==> config.mk <==
export PLATFORM = sky130hd
export DESIGN_NAME = id_stage_pipe
export DESIGN_NICKNAME = d
export VERILOG_FILES = /design/src/rtl/id_pkg.sv /design/src/rtl/id_fwd_mux.sv /design/src/rtl/id_stage_pipe.sv
export SDC_FILE = /design/constraint.sdc
export NUM_CORES = 1
export LEC_CHECK = 0
export BUFFER_PORTS_ARGS = -buffer_cell sky130_fd_sc_hd__buf_4
export CELL_PAD_IN_SITES_DETAIL_PLACEMENT = 1
export CELL_PAD_IN_SITES_GLOBAL_PLACEMENT = 1
export CORE_MARGIN = 5
export CORE_UTILIZATION = 34
export DETAILED_ROUTE_END_ITERATION = 7
export PLACE_DENSITY = 0.9
export SLEW_MARGIN = 20
export SYNTH_ARGS = -nofsm -noshare
export SYNTH_HDL_FRONTEND = slang
export SYNTH_SLANG_ARGS = --single-unit
==> constraint.sdc <==
create_clock -name clk -period 5.08 [get_ports clk]
set_input_delay 0.254 -clock clk [delete_from_list [all_inputs] [get_ports clk]]
set_output_delay 0.254 -clock clk [all_outputs]
set_load 0.05 [all_outputs]
==> src/rtl/id_pkg.sv <==
// id_pkg: ALU/opcode constants, decoded-control struct and the instruction decoder
// shared by the decode-stage pipeline.
package id_pkg;
    localparam logic [7:0] ALU_NOP = 8'h00;
    localparam logic [7:0] ALU_AND = 8'h24;
    localparam logic [7:0] ALU_OR  = 8'h25;
    localparam logic [7:0] ALU_XOR = 8'h26;
    localparam logic [7:0] ALU_NOR = 8'h27;
    localparam logic [7:0] ALU_SLL = 8'h7C;
    localparam logic [7:0] ALU_SRL = 8'h02;
    localparam logic [7:0] ALU_SRA = 8'h03;

    typedef enum logic [2:0] {
        SEL_NOP   = 3'd0,
        SEL_LOGIC = 3'd1,
        SEL_SHIFT = 3'd2
    } alu_sel_e;

    localparam logic [5:0] OP_SPECIAL = 6'h00;
    localparam logic [5:0] OP_ANDI    = 6'h0C;
    localparam logic [5:0] OP_ORI     = 6'h0D;
    localparam logic [5:0] OP_XORI    = 6'h0E;
    localparam logic [5:0] OP_LUI     = 6'h0F;
    localparam logic [5:0] OP_PREF    = 6'h33;

    localparam logic [5:0] FN_SLL  = 6'h00;
    localparam logic [5:0] FN_SRL  = 6'h02;
    localparam logic [5:0] FN_SRA  = 6'h03;
    localparam logic [5:0] FN_SLLV = 6'h04;
    localparam logic [5:0] FN_SRLV = 6'h06;
    localparam logic [5:0] FN_SRAV = 6'h07;
    localparam logic [5:0] FN_SYNC = 6'h0F;
    localparam logic [5:0] FN_AND  = 6'h24;
    localparam logic [5:0] FN_NOR  = 6'h27;

    typedef struct packed {
        logic [7:0]  alu_op;
        alu_sel_e    alu_sel;
        logic        rd1_en;
        logic        rd2_en;
        logic        wr_en;
        logic [4:0]  wr_addr;
        logic [31:0] imm;
        logic        illegal;
    } ctrl_t;

    // funct[1:0] selects the shift kind for both the shamt and the variable forms
    function automatic logic [7:0] shift_op(input logic [1:0] f);
        return f == 2'b00 ? ALU_SLL : f == 2'b10 ? ALU_SRL : ALU_SRA;
    endfunction

    function automatic ctrl_t decode(input logic [31:0] ins);
        logic [5:0] op;
        logic [5:0] fn;
        logic [4:0] rt;
        logic [4:0] rd;
        logic [4:0] sh;
        ctrl_t c;
        op = ins[31:26];
        rt = ins[20:16];
        rd = ins[15:11];
        sh = ins[10:6];
        fn = ins[5:0];
        c = '0;
        c.alu_sel = SEL_NOP;
        c.illegal = 1'b1;
        if (op == OP_SPECIAL && sh == 5'd0 && fn >= FN_AND && fn <= FN_NOR) begin
            c.alu_op  = {2'b00, fn};
            c.alu_sel = SEL_LOGIC;
            c.rd1_en  = 1'b1;
            c.rd2_en  = 1'b1;
            c.wr_en   = 1'b1;
            c.wr_addr = rd;
            c.illegal = 1'b0;
        end else if (op == OP_SPECIAL && sh == 5'd0 &&
                     (fn == FN_SLLV || fn == FN_SRLV || fn == FN_SRAV)) begin
            c.alu_op  = shift_op(fn[1:0]);
            c.alu_sel = SEL_SHIFT;
            c.rd1_en  = 1'b1;
            c.rd2_en  = 1'b1;
            c.wr_en   = 1'b1;
            c.wr_addr = rd;
            c.illegal = 1'b0;
        end else if (ins[31:21] == 11'd0 && (fn == FN_SLL || fn == FN_SRL || fn == FN_SRA)) begin
            c.alu_op  = shift_op(fn[1:0]);
            c.alu_sel = SEL_SHIFT;
            c.rd2_en  = 1'b1;
            c.wr_en   = 1'b1;
            c.wr_addr = rd;
            c.imm     = {27'd0, sh};
            c.illegal = 1'b0;
        end else if (op == OP_ANDI || op == OP_ORI || op == OP_XORI) begin
            c.alu_op  = op == OP_ANDI ? ALU_AND : op == OP_ORI ? ALU_OR : ALU_XOR;
            c.alu_sel = SEL_LOGIC;
            c.rd1_en  = 1'b1;
            c.wr_en   = 1'b1;
            c.wr_addr = rt;
            c.imm     = {16'd0, ins[15:0]};
            c.illegal = 1'b0;
        end else if (op == OP_LUI) begin
            c.alu_op  = ALU_OR;
            c.alu_sel = SEL_LOGIC;
            c.wr_en   = 1'b1;
            c.wr_addr = rt;
            c.imm     = {ins[15:0], 16'd0};
            c.illegal = 1'b0;
        end else if ((op == OP_SPECIAL && fn == FN_SYNC) || op == OP_PREF) begin
            c.illegal = 1'b0;
        end
        return c;
    endfunction
endpackage

==> src/rtl/id_fwd_mux.sv <==
// id_fwd_mux: per-read-port operand select; lowest-index forwarding hit wins,
// then register-file data (r0 reads zero), or the immediate when the port is unused.
module id_fwd_mux
    import id_pkg::*;
#(
    parameter int DW   = 32,
    parameter int NFWD = 2
) (
    input  logic                 en,
    input  logic [4:0]           addr,
    input  logic [DW-1:0]        rf_data,
    input  logic [DW-1:0]        imm,
    input  logic [NFWD-1:0]      fwd_en,
    input  logic [5*NFWD-1:0]    fwd_addr,
    input  logic [DW*NFWD-1:0]   fwd_data,
    output logic [DW-1:0]        data
);
    always_comb begin
        data = !en ? imm : addr == 5'd0 ? '0 : rf_data;
        for (int i = NFWD - 1; i >= 0; i--)
            if (en && addr != 5'd0 && fwd_en[i] && fwd_addr[5*i +: 5] == addr)
                data = fwd_data[DW*i +: DW];
    end
endmodule

==> src/rtl/id_stage_pipe.sv <==
// id_stage_pipe: decode, operand forwarding and load-use detection feeding the
// ID/EX register, with stall/flush control and a saturating bubble counter.
module id_stage_pipe
    import id_pkg::*;
#(
    parameter int DW   = 32,
    parameter int NFWD = 2,
    parameter int CNTW = 16
) (
    input  logic                 clk,
    input  logic                 reset,
    input  logic                 in_valid,
    input  logic [31:0]          pc,
    input  logic [31:0]          ins,
    input  logic [DW-1:0]        rf_data1,
    input  logic [DW-1:0]        rf_data2,
    input  logic [NFWD-1:0]      fwd_en,
    input  logic [5*NFWD-1:0]    fwd_addr,
    input  logic [DW*NFWD-1:0]   fwd_data,
    input  logic                 ex_is_load,
    input  logic                 stall_in,
    input  logic                 flush,
    output logic                 rd1_en,
    output logic                 rd2_en,
    output logic [4:0]           addr1,
    output logic [4:0]           addr2,
    output logic                 stall_req,
    output logic                 ex_valid,
    output logic [31:0]          ex_pc,
    output logic [7:0]           ex_alu_op,
    output logic [2:0]           ex_alu_sel,
    output logic [DW-1:0]        ex_src1,
    output logic [DW-1:0]        ex_src2,
    output logic [4:0]           ex_wr_addr,
    output logic                 ex_wr_en,
    output logic                 ex_illegal,
    output logic [CNTW-1:0]      stall_cnt
);
    ctrl_t ctrl;
    logic [DW-1:0] imm1, imm2, src1, src2;
    logic hazard;

    logic            ex_valid_q, ex_valid_d, ex_wr_en_q, ex_wr_en_d, ex_illegal_q, ex_illegal_d;
    logic [31:0]     ex_pc_q, ex_pc_d;
    logic [7:0]      ex_alu_op_q, ex_alu_op_d;
    logic [2:0]      ex_alu_sel_q, ex_alu_sel_d;
    logic [DW-1:0]   ex_src1_q, ex_src1_d, ex_src2_q, ex_src2_d;
    logic [4:0]      ex_wr_addr_q, ex_wr_addr_d;
    logic [CNTW-1:0] stall_cnt_q, stall_cnt_d;

    assign ctrl   = decode(ins);
    assign rd1_en = ctrl.rd1_en;
    assign rd2_en = ctrl.rd2_en;
    assign addr1  = ins[25:21];
    assign addr2  = ins[20:16];
    // port 2 only sees the immediate when port 1 is reading (I-type); LUI puts it on port 1
    assign imm1   = DW'(ctrl.imm);
    assign imm2   = ctrl.rd1_en ? imm1 : '0;

    id_fwd_mux #(.DW(DW), .NFWD(NFWD)) u_mux1 (
        .en(rd1_en), .addr(addr1), .rf_data(rf_data1), .imm(imm1),
        .fwd_en(fwd_en), .fwd_addr(fwd_addr), .fwd_data(fwd_data), .data(src1)
    );

    id_fwd_mux #(.DW(DW), .NFWD(NFWD)) u_mux2 (
        .en(rd2_en), .addr(addr2), .rf_data(rf_data2), .imm(imm2),
        .fwd_en(fwd_en), .fwd_addr(fwd_addr), .fwd_data(fwd_data), .data(src2)
    );

    assign hazard = in_valid && ex_is_load && fwd_en[0] && fwd_addr[4:0] != 5'd0 &&
                    ((rd1_en && fwd_addr[4:0] == addr1) || (rd2_en && fwd_addr[4:0] == addr2));
    assign stall_req = hazard || stall_in;

    always_comb begin
        ex_valid_d   = ex_valid_q;
        ex_pc_d      = ex_pc_q;
        ex_alu_op_d  = ex_alu_op_q;
        ex_alu_sel_d = ex_alu_sel_q;
        ex_src1_d    = ex_src1_q;
        ex_src2_d    = ex_src2_q;
        ex_wr_addr_d = ex_wr_addr_q;
        ex_wr_en_d   = ex_wr_en_q;
        ex_illegal_d = ex_illegal_q;
        stall_cnt_d  = stall_cnt_q;
        if (!stall_in) begin
            if (flush || !in_valid || hazard) begin
                ex_valid_d   = 1'b0;
                ex_pc_d      = '0;
                ex_alu_op_d  = '0;
                ex_alu_sel_d = '0;
                ex_src1_d    = '0;
                ex_src2_d    = '0;
                ex_wr_addr_d = '0;
                ex_wr_en_d   = 1'b0;
                ex_illegal_d = 1'b0;
                if (!flush && hazard)
                    stall_cnt_d = stall_cnt_q == '1 ? stall_cnt_q : stall_cnt_q + CNTW'(1);
            end else begin
                ex_valid_d   = 1'b1;
                ex_pc_d      = pc;
                ex_alu_op_d  = ctrl.alu_op;
                ex_alu_sel_d = ctrl.alu_sel;
                ex_src1_d    = src1;
                ex_src2_d    = src2;
                ex_wr_addr_d = ctrl.wr_addr;
                ex_wr_en_d   = ctrl.wr_en;
                ex_illegal_d = ctrl.illegal;
            end
        end
    end

    always_ff @(posedge clk or posedge reset) begin
        if (reset) begin
            ex_valid_q   <= 1'b0;
            ex_pc_q      <= '0;
            ex_alu_op_q  <= '0;
            ex_alu_sel_q <= '0;
            ex_src1_q    <= '0;
            ex_src2_q    <= '0;
            ex_wr_addr_q <= '0;
            ex_wr_en_q   <= 1'b0;
            ex_illegal_q <= 1'b0;
            stall_cnt_q  <= '0;
        end else begin
            ex_valid_q   <= ex_valid_d;
            ex_pc_q      <= ex_pc_d;
            ex_alu_op_q  <= ex_alu_op_d;
            ex_alu_sel_q <= ex_alu_sel_d;
            ex_src1_q    <= ex_src1_d;
            ex_src2_q    <= ex_src2_d;
            ex_wr_addr_q <= ex_wr_addr_d;
            ex_wr_en_q   <= ex_wr_en_d;
            ex_illegal_q <= ex_illegal_d;
            stall_cnt_q  <= stall_cnt_d;
        end
    end

    assign ex_valid   = ex_valid_q;
    assign ex_pc      = ex_pc_q;
    assign ex_alu_op  = ex_alu_op_q;
    assign ex_alu_sel = ex_alu_sel_q;
    assign ex_src1    = ex_src1_q;
    assign ex_src2    = ex_src2_q;
    assign ex_wr_addr = ex_wr_addr_q;
    assign ex_wr_en   = ex_wr_en_q;
    assign ex_illegal = ex_illegal_q;
    assign stall_cnt  = stall_cnt_q;
endmodule

* Yosys cells after proc, flatten, opt, wreduce, memory -nomap -nowiden
Index checks and enable logic that the tools add are counted.
Cells by class: add/subtract/negate cells 1, $lt $le $gt $ge 2, eq/ne operators 17, muxes and demuxes 39, bitwise operators 2, reductions and logical operators 47
Operators by type and width (count):
- 32-bit two-way mux | 14
- 39-bit two-way mux | 2
- 38-bit two-way mux | 1
- 6-bit by 4-bit == test with 1-bit output (second input constant) | 5
- 1-bit logical AND | 23
- 5-bit == test | 4
- 19-bit two-way mux | 1
- 6-bit by 3-bit == test with 1-bit output (second input constant) | 3
- 18-bit two-way mux | 1
- 9-bit two-way mux | 2
- 16-bit by 1-bit adder with 16-bit output (second input constant) | 1
- 16-bit == test (second input constant) | 1
- 5-bit zero test | 3
- 5-bit nonzero test | 3
- 6-bit by 2-bit == test with 1-bit output (second input constant) | 2
- 6-bit zero test | 2
- 11-bit zero test | 1
- 1-bit logical OR | 11
- 1-bit two-way mux | 11
- 10-bit two-way mux | 1
- 8-bit two-way mux | 1
- 7-bit two-way mux | 1
- 6-bit == test (second input constant) | 1
- 6-bit >= comparator (second input constant) | 1
- other kinds (9) | 12
Storage, ports and cells: bits in registers 131, input port bits 210, output and inout port bits 144, word-level logic and storage cells 118

* Depth between registers and ports, before layout
depth after elaboration 15, gate-level depth with buffers 10, gate-level depth less buffers 7

* By module
Synthesis repeated with hierarchy kept, for this count alone.
Unflattened totals: cell total of the unflattened synthesis 1040, area total of the unflattened synthesis 9887.0 um^2
Modules (own cells, without submodules):
- id_stage_pipe | times used 1, cells each 462, area each 5545.3 um^2, sequential area each 3228.1 um^2
- id_fwd_mux | times used 2, cells each 289, area each 2170.8 um^2, sequential area each 0.0 um^2

* Least setup slack after synthesis
No wires, ideal clock.
path kind flip-flop to flip-flop, start point reg stall_cnt_q[3] (netlist: stall_cnt[3]), end point reg stall_cnt_q[11] (netlist: stall_cnt[11]), setup time 0.147 ns, arrival time 2.160 ns, required time 4.933 ns, path slack 2.773 ns, stages on the path, launching flop included 7, path buffers 1, clock period less this slack 2.307 ns, cells stage by stage dfrtp_1 and4_1 nand4_1 nor3_1 buf_2 nor4_1 xor2_1
Between the ends: word-level cells in the longest chain between the ends 3, elaborated cells on any way between the ends 4, those cells by class add/sub: 1; eq/ne: 1; bitwise: 1; reduce/logical: 1
Ends and longest elaborated chain:
- from (decl) | line id_stage_pipe.sv:49 | logic [CNTW-1:0] stall_cnt_q, stall_cnt_d;
- from (signal assigned) | line id_stage_pipe.sv:134 | stall_cnt_q <= stall_cnt_d;
- parallel branches: the longest is 3 deep, another holds 16-bit by 1-bit adder with 16-bit output
Parallel ways; which one is timed is not known. A chain may end at the register's enable or synchronous reset.

* Final worst setup path
start point in ins[5], end point out stall_req
Between the ends: word-level cells in the longest chain between the ends 11, elaborated cells on any way between the ends 25, those cells by class order compare: 2; eq/ne: 5; mux: 4; reduce/logical: 14
Ends and longest elaborated chain:
- from (decl) | line id_stage_pipe.sv:14 | input logic [31:0] ins,
- 6-bit by 2-bit == test with 1-bit output or 6-bit zero test (tied branches) | line id_pkg.sv:84 | end else if (ins[31:21] == 11'd0 && (fn == FN_SLL || fn == FN_SRL || fn == FN_SRA)) begin
- 1-bit logical OR (2 in a row) | line id_pkg.sv:84
- 1-bit logical AND | line id_pkg.sv:84
- 1-bit two-way mux | line id_pkg.sv:84
- 18-bit two-way mux | line id_pkg.sv:75 | end else if (op == OP_SPECIAL && sh == 5'd0 &&
- 19-bit two-way mux (*) | line id_pkg.sv:67 | if (op == OP_SPECIAL && sh == 5'd0 && fn >= FN_AND && fn <= FN_NOR) begin
- 1-bit logical AND | line id_stage_pipe.sv:71 | ((rd1_en && fwd_addr[4:0] == addr1) || (rd2_en && fwd_addr[4:0] == addr2));
- 1-bit logical OR (*) | line id_stage_pipe.sv:71
- 1-bit logical AND (*) | line id_stage_pipe.sv:70 | assign hazard = in_valid && ex_is_load && fwd_en[0] && fwd_addr[4:0] != 5'd0 &&
- 1-bit logical OR (*) | line id_stage_pipe.sv:72 | assign stall_req = hazard || stall_in;
- to (decl) | line id_stage_pipe.sv:27 | output logic stall_req,
Every way passes the cells marked *; elsewhere a longest branch is shown, timed or not.

==> impl_metrics.env <==
export IMPL_cp_arrival_ps=2740
export IMPL_viasPerCell=5.79
export IMPL_synth_largest_area_cell="dfrtp_1"
export IMPL_ys_warn_count=0
export IMPL_rows=54
export IMPL_cp_max_fo=18
export IMPL_p_int_mw=2.02
export IMPL_synth_top_cell_area_share_pct=43.5
export IMPL_drive_gt1_share_pct=36.3
export IMPL_path_clk_slew_ps=60
export IMPL_drc=0
export IMPL_cts_buffers=17
export IMPL_design_power_total_mw=2.85
export IMPL_synthToLayoutAreaGrowth_pct=45.4
export IMPL_core_area_um2=21700
export IMPL_slowest_stage="o32a_1"
export IMPL_initial_utilization_pct=34.2
export IMPL_io_pins=354
export IMPL_crit_path_start="ins[5]"
export IMPL_dieArea_um2=24900
export IMPL_wirelength_um=36200
export IMPL_period_needed_ps=3000
export IMPL_path_delay_family="compound AO/OA/AOI/OAI gates"
export IMPL_rsz0062_at_grt="false"
export IMPL_synth_ff_type="dfrtp_1"
export IMPL_wl_per_cell_um=25.2
export IMPL_p_leak_nw=5.22
export IMPL_first_global_vias=9021
export IMPL_io_buffers=351
export IMPL_reg2reg_depth=5
export IMPL_r2r_start="stall_cnt[2]"
export IMPL_synth_area_leaders="dfrtp_1 (43%), nand2_1 (6.2%), a22o_1 (5.9%)"
export IMPL_grtUsageMet3_pct=8.83
export IMPL_cp_end_kind="output port"
export IMPL_dieWidth_um=158
export IMPL_reg2reg_setup_slack_ps=2500
export IMPL_antenna_left=0
export IMPL_maxCapViolations=0
export IMPL_maxSlewViolCount=0
export IMPL_die_h_um=158
export IMPL_cp_required_ps=4830
export IMPL_period_share_pct=59.0
export IMPL_crit_end="stall_req"
export IMPL_clockBufferDepth=2
export IMPL_power_frac_comb_pct=16.4
export IMPL_p_switching_uw=827
export IMPL_antenna_found_initial=0
export IMPL_synthCells=839
export IMPL_cts_root_buf="clkbuf_16"
export IMPL_switching_share_pct=29.0
export IMPL_drtIter0Drc=468
export IMPL_hold_class="in -> reg"
export IMPL_grt_pass1_wl_um=53700
export IMPL_seqPwrFrac_pct=37.1
export IMPL_synth_area_per_cell_um2=8.85
export IMPL_n_antenna_cell=0
export IMPL_grt_use_total_pct=28.2
export IMPL_ys_ff_latch=129
export IMPL_cts_sinks=129
export IMPL_routabilityCongestion=0.911
export IMPL_setup_tns_final_ps=0
export IMPL_max_stage_delay_ps=880
export IMPL_dr_total_vias=8319
export IMPL_r2r_end="stall_cnt[1]"
export IMPL_synth_edff_count=0
export IMPL_path_cells="buf_4 -> nand2b_1 -> o21ai_1 -> o31a_1 -> o32a_1 -> nand2b_1 -> buf_4"
export IMPL_dpl_hpwl_um=27400
export IMPL_grt_start_max_net_pins=79
export IMPL_cts_htree_levels=4
export IMPL_firstDrtPassIters=5
export IMPL_use_met2_pct=48.8
export IMPL_status="complete, no violations"
export IMPL_clkPwrFrac_pct=46.5
export IMPL_final_nets=1355
export IMPL_met1_usage_pct=32.5
export IMPL_fin_skew_ps=4.58
export IMPL_register_area_um2=3230
export IMPL_multi_input_area_um2=3840
export IMPL_ys_types=53
export IMPL_ys_seq_area_share_pct=43.5
export IMPL_fillers=2530
export IMPL_critPathKind="in -> out"
export IMPL_startpoint_type="input pin"
export IMPL_p_per_area_nw_per_um2=264
export IMPL_setup_viol=0
export IMPL_slew_headroom_pct=26.7
export IMPL_cp_depth=7
export IMPL_fin_util_pct=49.8
export IMPL_hold_violations=0
export IMPL_insertion_delay_ps=420
export IMPL_top_usage_layer="met2"
export IMPL_cts_resized=0
export IMPL_cts_tree="yes"
export IMPL_synthArstFlopShare_pct=100
export IMPL_vdd_drop_max_mv=0.157
export IMPL_max_freq_mhz=334
export IMPL_grt_ovfl_total=0
export IMPL_synth_area_um2=7420
export IMPL_worst_pin_slew_ps=1100
export IMPL_worst_path_buf_inv=2
==> worst register-to-register path: cells and delay by family (launching register included) <==
kind          cells  cell delay, ps
simple gates      4            1620
flops             1             500
mux               1             350
==> worst min-delay path by stage <==
stage | from | endpoint | slack [ps] | cells after the start
6_report | pc[21] | ex_pc[21] | 50 | 2
5_1_grt | pc[21] | ex_pc[21] | 30 | 2
4_1_cts | pc[23] | ex_pc[23] | 30 | 2
3_5_place_dp | reset | ex_pc[20] | 430 | 2
3_3_place_gp | reset | ex_pc[20] | 420 | 2
2_1_floorplan | pc[0] | ex_pc[0] | 380 | 1
==> metal layers <==
metal	wire length, um	part of all wire (%)
met4	1410	3.9
met2	17900	49
met3	3430	9.5
met1	13400	37
met5	0	0
==> area by class of cell <==
class / count / share of cell area, %
Clock inverter: 15 / 1.81
Clock buffer: 17 / 3.94
Multi-Input combinational cell: 628 / 35.6
Inverter: 4 / 0.186
Timing Repair Buffer: 364 / 25.3
Sequential cell: 129 / 29.9
Tap cell: 280 / 3.25
==> synth_stat cells (3+ instances only) <==
| library cell | count |
|---|---|
| and3_1 | 6 |
| nand4b_1 | 6 |
| nand2_1 | 123 |
| nor4_2 | 4 |
| o31ai_1 | 7 |
| a22oi_1 | 5 |
| a22o_1 | 50 |
| dfrtp_1 | 129 |
| a31oi_1 | 28 |
| o21ai_0 | 70 |
| and2_1 | 10 |
| nor3b_1 | 9 |
| a21oi_1 | 5 |
| buf_2 | 14 |
| nand4_1 | 8 |
| nor3_2 | 5 |
| or3_1 | 3 |
| nor3_1 | 63 |
| clkbuf_1 | 49 |
| nor2_1 | 79 |
| nor4_1 | 11 |
| nand2b_1 | 11 |
| buf_4 | 12 |
| xor2_1 | 33 |
| inv_1 | 3 |
| a32o_1 | 41 |
| a31o_1 | 8 |
| nand3_1 | 15 |
==> registers in the layout, summed over array words and instances, names as in the netlist <==
name        flops
ex_src2        32
stall_cnt      16
ex_pc          32
ex_wr_addr      5
ex_illegal      1
ex_alu_op       7
ex_src1        32
ex_wr_en        1
ex_valid        1
ex_alu_sel      2
==> cell usage in the layout (no fill, tap or decap), types with 4 or more instances in the layout <==
cell	instances
a31oi_1	28
and3_1	6
a32o_1	41
a22o_1	50
xor2_1	33
nand4_1	8
nand2b_1	11
nand4b_1	6
o21ai_0	70
nor3b_1	9
nand3_1	13
dfrtp_1	129
nor4_2	4
nor2_1	78
and2_1	10
clkbuf_16	17
nor3_2	5
o31ai_1	7
nand2_1	123
buf_4	363
inv_6	6
a31o_1	8
a21oi_1	5
nor4_1	11
a22oi_1	5
nor3_1	62
==> power by group through the flow <==
stage / logic [mW] / registers, mW / clock network (mW)
6_report: 0.469 / 1.06 / 1.32
5_1_grt: 0.498 / 1.06 / 1.39
4_1_cts: 0.470 / 1.06 / 1.34
3_5_place_dp: 0.468 / 1.08 / 0
3_3_place_gp: 0.459 / 1.08 / 0
2_1_floorplan: 0.157 / 1.14 / 0
==> cell families after synthesis <==
| group | Yosys count | synth area share, % |
|---|---|---|
| simple gates | 367 | 24.6 |
| mux | 1 | 0.152 |
| fa+ha+maj | 1 | 0.169 |
| other cells | 1 | 0.0505 |
| flops | 129 | 43.5 |
| buf+inv | 83 | 5.24 |
| compound gates | 222 | 22.2 |
| xor+xnor | 35 | 4.13 |
==> what timing repair did <==
action,4_1_cts,5_1_grt
hold buffers,1,0
setup buffers,0,0
hold endpoints to repair,16,0
endpoints found under the setup margin,0,0
==> per-stage QoR <==
stage / setup slack [ps] / hold WS [ps] / cell area (um2) / std cells
6_report: 2080 / 48.8 / 10800 / 1437
5_1_grt: 2000 / 30.3 / 10800 / 1437
4_1_cts: 2120 / 31.6 / 10800 / 1437
3_5_place_dp: 1830 / 428 / 10200 / 1404
2_1_floorplan: 1390 / 383 / 7430 / 840
3_3_place_gp: 1910 / 424 / 10200 / 1404
No activity file was read; power rests on OpenSTA's default activity.
